`config.mk`:
```
export PLATFORM = sky130hd
export DESIGN_NAME = mac_seq_ctrl
export DESIGN_NICKNAME = d
export VERILOG_FILES = /design/src/rtl/mac_seq_ctrl_pkg.sv /design/src/rtl/mac_seq_ctrl_mac.sv /design/src/rtl/mac_seq_ctrl.sv
export SDC_FILE = /design/constraint.sdc
export NUM_CORES = 1
export LEC_CHECK = 0
export CAP_MARGIN = 5
export CORE_MARGIN = 5
export CORE_UTILIZATION = 47
export DETAILED_ROUTE_END_ITERATION = 8
export PLACE_DENSITY = 0.7
export RECOVER_POWER = 50
export SYNTH_ARGS = -nofsm -noshare
export SYNTH_HDL_FRONTEND = slang
export SYNTH_SLANG_ARGS = --single-unit
```
`constraint.sdc`:
```
create_clock -name clk -period 13.49 [get_ports clk]
set_clock_uncertainty 0.1 [all_clocks]
set_input_delay 2.698 -clock clk [delete_from_list [all_inputs] [get_ports clk]]
set_output_delay 2.698 -clock clk [all_outputs]
set_load 0.01 [all_outputs]
```
`src/rtl/mac_seq_ctrl_pkg.sv`:
```
// mac_seq_ctrl_pkg
// Shared definitions for the dot-product sequencer and its mac datapath.
//   state_t  : sequencer FSM encoding (also exposed on the dbg_state port)
//   LANE_W   : width of one packed lane
//   LANES    : lanes per 32-bit operand word
//   WORD_W   : width of one operand word
package mac_seq_ctrl_pkg;

  localparam int LANE_W = 8;
  localparam int LANES  = 4;
  localparam int WORD_W = LANE_W * LANES;

  typedef enum logic [1:0] {
    ST_IDLE  = 2'd0,
    ST_FETCH = 2'd1,
    ST_ACC   = 2'd2,
    ST_DONE  = 2'd3
  } state_t;

endpackage

```
`src/rtl/mac_seq_ctrl_mac.sv`:
```
// mac
// Combinational 4-lane 8-bit multiply-accumulate.
//   a, b : packed operand words, lane i at [i*8 +: 8]
//   p    : accumulator input
//   c    : p + sum of lane products, truncated to 8 bits (wraps, no saturation)
module mac
  import mac_seq_ctrl_pkg::*;
(
  input  logic [WORD_W-1:0] a,
  input  logic [WORD_W-1:0] b,
  input  logic [LANE_W-1:0] p,
  output logic [LANE_W-1:0] c
);

  logic [2*LANE_W-1:0] prod;
  logic [LANE_W-1:0]   sum;

  // Only the low byte of each product can reach the 8-bit result, so the
  // running sum is kept at lane width and wraps naturally.
  always_comb begin
    prod = '0;
    sum  = p;
    for (int i = 0; i < LANES; i++) begin
      prod = (2*LANE_W)'(a[i*LANE_W +: LANE_W]) * (2*LANE_W)'(b[i*LANE_W +: LANE_W]);
      sum  = sum + prod[LANE_W-1:0];
    end
    c = sum;
  end

endmodule

```
`src/rtl/mac_seq_ctrl.sv`:
```
// mac_seq_ctrl
// Sequencer that walks two vectors of len packed words through the mac
// datapath and returns the 8-bit dot product (plus init_p, mod 256).
//
// Ports:
//   clk, rst_n        : clock, asynchronous active-low reset
//   start, len, init_p: start pulse (taken in IDLE only), vector length and
//                       initial accumulator, both latched on start
//   busy              : high whenever the FSM is not in IDLE
//   op_req, op_addr   : operand request and word index (stable while op_req)
//   op_valid, op_a/b  : operand return; op_valid only honoured while op_req
//   res_valid, result : dot-product result, held until res_ready
//   res_ready         : consumer accepts the result
//   stall_cnt         : FETCH cycles spent waiting for op_valid (only when
//                       MAC_SEQ_PERF_EN is defined)
//   dbg_state         : current FSM state encoding
//
// Handshakes: a transfer happens on a rising edge where both sides are high
// (op_req & op_valid for operands, res_valid & res_ready for the result).
// Once raised, op_req/op_addr and res_valid/result hold until that transfer.
//
// Build option: MAC_SEQ_PERF_EN adds the stall_cnt counter and port.
module mac_seq_ctrl
  import mac_seq_ctrl_pkg::*;
#(
  parameter int LEN_W = 8
) (
  input  logic              clk,
  input  logic              rst_n,
  input  logic              start,
  input  logic [LEN_W-1:0]  len,
  input  logic [LANE_W-1:0] init_p,
  output logic              busy,
  output logic              op_req,
  output logic [LEN_W-1:0]  op_addr,
  input  logic              op_valid,
  input  logic [WORD_W-1:0] op_a,
  input  logic [WORD_W-1:0] op_b,
  output logic              res_valid,
  input  logic              res_ready,
  output logic [LANE_W-1:0] result,
`ifdef MAC_SEQ_PERF_EN
  output logic [15:0]       stall_cnt,
`endif
  output logic [1:0]        dbg_state
);

  state_t              state;
  state_t              state_nxt;
  logic [LANE_W-1:0]   acc;
  logic [LEN_W-1:0]    idx;
  logic [LEN_W-1:0]    len_q;
  logic [WORD_W-1:0]   a_q;
  logic [WORD_W-1:0]   b_q;
  logic [LANE_W-1:0]   mac_c;
  logic                last_word;

  mac u_mac (
    .a (a_q),
    .b (b_q),
    .p (acc),
    .c (mac_c)
  );

  // len_q >= 1 whenever ACC is reachable, so len_q-1 never underflows here;
  // comparing before incrementing keeps idx within 0..len_q-1.
  assign last_word = (idx == len_q - LEN_W'(1));
  assign dbg_state = state;

  // State register and datapath registers.
  always_ff @(posedge clk or negedge rst_n) begin
    if (!rst_n) begin
      state <= ST_IDLE;
      acc   <= '0;
      idx   <= '0;
      len_q <= '0;
      a_q   <= '0;
      b_q   <= '0;
    end else begin
      state <= state_nxt;
      case (state)
        ST_IDLE: begin
          if (start) begin
            len_q <= len;
            acc   <= init_p;
            idx   <= '0;
          end
        end
        ST_FETCH: begin
          if (op_valid) begin
            a_q <= op_a;
            b_q <= op_b;
          end
        end
        ST_ACC: begin
          acc <= mac_c;
          if (!last_word) begin
            idx <= idx + LEN_W'(1);
          end
        end
        default: ;
      endcase
    end
  end

  // Next state and Moore outputs.
  always_comb begin
    state_nxt = state;
    busy      = 1'b1;
    op_req    = 1'b0;
    op_addr   = '0;
    res_valid = 1'b0;
    result    = '0;
    case (state)
      ST_IDLE: begin
        busy = 1'b0;
        if (start) begin
          state_nxt = (len == '0) ? ST_DONE : ST_FETCH;
        end
      end
      ST_FETCH: begin
        op_req  = 1'b1;
        op_addr = idx;
        if (op_valid) begin
          state_nxt = ST_ACC;
        end
      end
      ST_ACC: begin
        state_nxt = last_word ? ST_DONE : ST_FETCH;
      end
      ST_DONE: begin
        res_valid = 1'b1;
        result    = acc;
        // A start arriving together with res_ready is not captured: the
        // start decode only exists in IDLE.
        if (res_ready) begin
          state_nxt = ST_IDLE;
        end
      end
      default: begin
        state_nxt = ST_IDLE;
      end
    endcase
  end

`ifdef MAC_SEQ_PERF_EN
  // Operand stall counter: cleared by an accepted start, saturating,
  // and otherwise held so it can be read after the result is taken.
  always_ff @(posedge clk or negedge rst_n) begin
    if (!rst_n) begin
      stall_cnt <= '0;
    end else if (state == ST_IDLE && start) begin
      stall_cnt <= '0;
    end else if (state == ST_FETCH && !op_valid && stall_cnt != 16'hFFFF) begin
      stall_cnt <= stall_cnt + 16'd1;
    end
  end
`endif

endmodule

```
==> results of run 1 <==
-- stage by stage --
stage | cell area [um^2] | worst slack, ns | std cells | utilization, % | hold slack [ns]
global placement | 9340 | 7.22 | 1090 | 55.9 | 0.388
finish | 9610 | 6.96 | 1104 | 57.5 | 0.414
global route | 9610 | 5.81 | 1104 | 57.5 | 0.424
CTS | 9620 | 7.11 | 1104 | 57.6 | 0.414
floorplan | 8060 | 7.33 | 780 | - | 0.361
detailed placement | 9340 | 7.12 | 1090 | 55.9 | 0.398
-- layout make-up --
type / count / share of cell area [%]
Tap cell: 220 / 2.86
Inverter: 122 / 4.77
Clock buffer: 12 / 2.77
Clock inverter: 2 / 0.130
Multi-Input combinational cell: 550 / 55.0
Timing Repair Buffer: 108 / 11.0
Sequential cell: 90 / 23.4
-- synthesized netlist by cell type (4+ instances only) --
cell and number:
xor2_1 17, a21oi_1 12, nor4_1 4, nand4_1 4
fa_1 78, xnor2_1 51, nor2_1 6, a22oi_1 4
and3_1 10, or3_1 5, ha_1 66, clkbuf_1 16
o21ai_0 13, mux2_2 70, and2_1 78, dfrtp_1 90
nand2_1 92, inv_1 122
-- per-layer routing --
metal	global-route usage, %	vias to the layer above	share of wire [%]
li1	-	2667	-
met1	25.1	2672	45
met2	31.3	107	49
met3	2.81	20	4.0
met4	5.35	0	1.9
met5	0	-	0
-- registers in the layout, indices dropped and copies added (netlist names) --
signal and flops:
b_q 32, idx 8, a_q 32, dbg_state 2, acc 8, len_q 8
-- logic make-up (layout without fill, tap and decap cells) --
group                    after synthesis  after routing  share of synthesized area [%]
AND/OR/NAND/NOR                      218            218                           14.0
flip-flops                            90             90                           27.9
XOR/XNOR                              73             73                           8.63
AO/OA/AOI/OAI                         44             44                           3.43
buffers and inverters                140            244                           6.53
multiplexers                          71             71                           9.90
adder cells (fa/ha/maj)              144            144                           29.6
-- worst max-delay path by stage --
stage | start | to | slack (ns)
after global placement | b_q[16] | acc[7] | 7.22
after global routing | rst_n | b_q[18] | 5.81
after detailed placement | b_q[16] | acc[7] | 7.12
after floorplan | b_q[24] | acc[7] | 7.33
after CTS | b_q[16] | acc[7] | 7.11
final | rst_n | b_q[15] | 6.96
==> flow_metrics.env, run 1 <==
export IMPL_async_flop_share_pct=100
export IMPL_cts_hold_buf=0
export IMPL_r2r_start="b_q[16]"
export IMPL_avgRoutedWirePerCell_um=15.8
export IMPL_relSlewSlack_pct=-79.4
export IMPL_die_width_um=141
export IMPL_hold_class="reg2reg"
export IMPL_ys_types=42
export IMPL_synth_warnings=0
export IMPL_drtPass1Iterations=4
export IMPL_drcViolationCount=0
export IMPL_n_fill_cell=1481
export IMPL_reg2reg_slack_ns=7.15
export IMPL_slew_violations=93
export IMPL_core_mm2=0.0167
export IMPL_critPathCaptureType="async pin"
export IMPL_path_max_fanout=51
export IMPL_clock_fmax_mhz=153
export IMPL_holdPathEnd="a_q[7]"
export IMPL_synth_edf_count=0
export IMPL_fin_crit_ns=6.53
export IMPL_grt_start_max_net_pins=65
export IMPL_start_util_pct=48.3
export IMPL_grt_overflow=0
export IMPL_grt_use_total_pct=18.6
export IMPL_rsz0062_at_grt="false"
export IMPL_globalplace_congestion=0.931
export IMPL_io_pin_count=106
export IMPL_wirelength_mm=17.4
export IMPL_area_growth_pct=19.2
export IMPL_fin_nets=1110
export IMPL_yosysTopAreaCell="dfrtp_1"
export IMPL_avgSynthCellArea_um2=10.3
export IMPL_num_vias=5466
export IMPL_failed_checks="capacitance limit, slew limit"
export IMPL_crit_type="in2async"
export IMPL_multi_input_area_mm2=0.00529
export IMPL_place_hpwl_mm=14.4
export IMPL_yosys_top_cells_area="dfrtp_1 28%, fa_1 19%, ha_1 10%, mux2_2 9.8%, and2_1 6.1%"
export IMPL_grt_pass1_wl_mm=29.2
export IMPL_cpPeakStageDelay_ns=2.01
export IMPL_vias_per_cell=4.95
export IMPL_n_antenna_cell=0
export IMPL_r2r_end="acc[7]"
export IMPL_critPathMostFrequentCell="clkbuf_1"
export IMPL_regArea_mm2=0.00225
export IMPL_numCtsBuffers=9
export IMPL_die_h_um=141
export IMPL_cap_violations=2
export IMPL_hold_viol_final=0
export IMPL_design_die_area_mm2=0.0199
export IMPL_synth_cells=780
export IMPL_reg2reg_depth=20
export IMPL_clock_path_buffers=2
export IMPL_antenna_found_initial=0
export IMPL_clk_pin_slew_worst_paths_ns=0.06
export IMPL_status="finished with violations"
export IMPL_synth_seq_area_share_pct=27.9
export IMPL_port_buffers=105
export IMPL_layout_drive_gt1_share_pct=10.6
export IMPL_cp_data_arrival_time_ns=6.31
export IMPL_period_share_pct=48.4
export IMPL_synth_seq_cells=90
export IMPL_grt_pass1_vias=5810
export IMPL_htreeDepth=3
export IMPL_cp_cell_sequence="clkbuf_1 > clkbuf_1"
export IMPL_layout_commonest_cell="inv_1"
export IMPL_worst_pin_slew_ns=2.69
export IMPL_hold_start="a_q[7]"
export IMPL_cp_slowest_cell="clkbuf_1"
export IMPL_worstSetupStartpointType="primary input"
export IMPL_crit_cells=2
export IMPL_cts_sinks=90
export IMPL_mostFrequentLayoutCells="122 x inv_1, 102 x clkdlybuf4s50_1, 91 x nand2_1"
export IMPL_postRouteAntennaNets=0
export IMPL_cts_root_buffer="clkbuf_16"
export IMPL_crit_buf_inv=2
export IMPL_post_cts_setup_buffers=0
export IMPL_worstSkewPairLatency_ns=0.35
export IMPL_critical_path_top_delay_family="buffers and inverters"
export IMPL_synth_top_area_share_pct=27.9
export IMPL_fin_setup_tns_ns=0
export IMPL_required_ns=13.27
export IMPL_syn_area_mm2=0.00806
export IMPL_rows=47
export IMPL_synth_flop_cell="dfrtp_1"
export IMPL_cts_tree="done"
export IMPL_syn_num_nets=1009
export IMPL_drt_initial_drc_count=202
export IMPL_hold_depth=1
export IMPL_cts_resized=0
export IMPL_setup_viol=0
Power of run 1 is not shown: default switching activity piles up to over one toggle a cycle in this logic, so the estimate is an artifact.
==> run 2: changes to the inputs <==
Settings changed: PLACE_DENSITY 0.7 to 0.72.
Clock period 13.49 ns to 5.3 ns, I/O delays scaled along.
==> run 2 against run 1 <==
The run ends with capacitance limit, slew limit, setup timing left. Highest routed layer unchanged. Setup slack worse by 7.8 ns. Clock-buffer cell count is 2 lower. Non-clock buffer count is 87 higher. Utilization is 4.5 points higher. Critical endpoint is now acc[7].
==> flow_metrics.env, run 2 (synthesized netlist as in run 1, its figures left out) <==
export IMPL_fin_nets=1197
export IMPL_layout_commonest_cell="inv_1"
export IMPL_clock_path_buffers=2
export IMPL_vias_per_cell=4.88
export IMPL_drt_initial_drc_count=206
export IMPL_crit_path_end="acc[7]"
export IMPL_r2r_start="b_q[24]"
export IMPL_critPathCaptureType="register"
export IMPL_clock_fmax_mhz=164
export IMPL_cpPeakStageDelay_ns=0.54
export IMPL_path_max_fanout=7
export IMPL_start_util_pct=48.3
export IMPL_critical_path_top_delay_family="adder cells"
export IMPL_r2r_end="acc[7]"
export IMPL_grt_pass1_vias=6236
export IMPL_hold_class="reg2reg"
export IMPL_num_vias=5816
export IMPL_cts_hold_buf=0
export IMPL_place_hpwl_mm=15.4
export IMPL_drcViolationCount=0
export IMPL_crit_cells=22
export IMPL_worstSetupStartpointType="register"
export IMPL_hold_depth=1
export IMPL_io_pin_count=106
export IMPL_cp_slowest_cell="fa_1"
export IMPL_cts_root_buffer="clkbuf_16"
export IMPL_grt_use_total_pct=19.7
export IMPL_reg2reg_depth=22
export IMPL_cap_violations=1
export IMPL_design_die_area_mm2=0.0199
export IMPL_globalplace_congestion=0.880
export IMPL_cts_sinks=90
export IMPL_period_share_pct=115
export IMPL_setup_ws_ns=-0.813
export IMPL_failed_checks="capacitance limit, slew limit, setup timing"
export IMPL_rsz0062_at_grt="true"
export IMPL_crit_start="b_q[24]"
export IMPL_rows=47
export IMPL_utilization_pct=62.1
export IMPL_cp_data_arrival_time_ns=6.29
export IMPL_wirelength_mm=18.5
export IMPL_n_antenna_cell=0
export IMPL_hold_viol_final=0
export IMPL_core_mm2=0.0167
export IMPL_slew_violations=46
export IMPL_postRouteAntennaNets=0
export IMPL_numCtsBuffers=9
export IMPL_drtPass1Iterations=4
export IMPL_cp_cell_sequence="and2_4 > fa_1 > inv_2 > fa_1 > inv_1 > fa_1 > ha_1 > inv_1 > fa_1 > inv_2 > fa_1 > fa_1 > inv_1 > fa_2 > fa_2 > inv_1 > a21o_1 > a21oi_2 > xnor2_1 > xnor2_1 > xnor3_1 > o21ai_1"
export IMPL_antenna_found_initial=0
export IMPL_required_ns=5.48
export IMPL_layout_drive_gt1_share_pct=21.1
export IMPL_worst_pin_slew_ns=2.49
export IMPL_die_h_um=141
export IMPL_status="finished with violations"
export IMPL_crit_type="reg2reg"
export IMPL_relSlewSlack_pct=-66.3
export IMPL_reg_largest_list="a_q (32), b_q (32)"
export IMPL_fin_crit_ns=6.11
export IMPL_cts_tree="done"
export IMPL_port_buffers=105
export IMPL_crit_buf_inv=6
export IMPL_die_width_um=141
export IMPL_htreeDepth=3
export IMPL_area_growth_pct=28.6
export IMPL_avgRoutedWirePerCell_um=15.5
export IMPL_reg2reg_slack_ns=-0.81
export IMPL_grt_overflow=0
export IMPL_mostFrequentLayoutCells="116 x inv_1, 103 x clkdlybuf4s50_1, 90 x nand2_1"
export IMPL_critPathMostFrequentCell="fa_1"
export IMPL_grt_pass1_wl_mm=30.9
export IMPL_clk_pin_slew_worst_paths_ns=0.06
export IMPL_grt_start_max_net_pins=65
export IMPL_worstSkewPairLatency_ns=0.36
export IMPL_setup_viol=4
==> run 2: changes by cell type in the layout (fill, tap and decap cells not counted), moves of 3 or more <==
cell and change:
clkbuf_8 -3, and2_1 -3, xnor2_1 -4, fa_2 +3, and2_4 +3, ha_1 -3, fa_1 -3, buf_4 +84
inv_1 -6, inv_2 +6, xnor2_2 +4
==> run 2: worst min path at each step <==
| stage | startpoint | to | slack, ns |
|---|---|---|---|
| detailed placement | b_q[15] | b_q[15] | 0.39 |
| floorplan | acc[1] | acc[1] | 0.36 |
| finish | b_q[15] | b_q[15] | 0.41 |
| global placement | b_q[23] | b_q[23] | 0.39 |
| CTS | b_q[15] | b_q[15] | 0.41 |
| global route | b_q[15] | b_q[15] | 0.42 |
==> run 2: cell type report <==
cell class	count	area (um^2)
Fill cell	1421	6330
Timing Repair Buffer	195	1720
Clock inverter	6	66.3
Multi-Input combinational cell	550	5370
Clock buffer	10	229
Inverter	122	458
Tap cell	220	275
Sequential cell	90	2250
==> run 2: worst reg2reg max path, cell delays in order (launching register included) <==
cell     delay [ns]
dfrtp_2        0.45
and2_4         0.18
fa_1           0.52
inv_2          0.04
fa_1           0.53
inv_1          0.05
fa_1           0.46
ha_1           0.29
inv_1          0.04
fa_1           0.49
inv_2          0.04
fa_1           0.54
fa_1           0.40
inv_1          0.08
fa_2           0.46
fa_2           0.40
inv_1          0.06
a21o_1         0.13
a21oi_2        0.05
xnor2_1        0.16
xnor2_1        0.16
xnor3_1        0.25
o21ai_1        0.14
==> run 2: metrics by stage <==
| step | TNS [ns] | worst slack (ns) | hold slack (ns) | area, um^2 | instances |
|---|---|---|---|---|---|
| 2_1_floorplan | -1.43 | -0.623 | 0.361 | 8100 | 780 |
| 3_3_place_gp | -2.00 | -0.702 | 0.389 | 9990 | 1173 |
| 3_5_place_dp | -2.40 | -0.904 | 0.394 | 9990 | 1173 |
| 4_1_cts | -2.27 | -0.840 | 0.409 | 10300 | 1191 |
| 5_1_grt | -3.13 | -1.06 | 0.421 | 10400 | 1193 |
| 6_report | -2.20 | -0.813 | 0.406 | 10400 | 1193 |
==> run 2: what timing repair did <==
| action | in CTS | in global routing |
|---|---|---|
| setup endpoints to repair | 4 | 5 |
| setup buffers | 2 | 2 |
| pin swaps | 11 | 5 |
| resized for setup | 9 | 12 |
==> run 2: layer usage <==
metal	global-route usage (%)	share of wire (%)
met5	0	0
met4	5.30	1.9
met3	3.93	4.8
met2	33.4	49
met1	25.7	44
Power of run 2 is left out for the same reason.
==> run 3: changes to the inputs <==
Settings changed: GPL_ROUTABILITY_DRIVEN set to 0.
==> results of run 3 <==
No change in the layout: final DEF, timing and power equal those of run 2.
Power of run 3 is left out for the same reason.
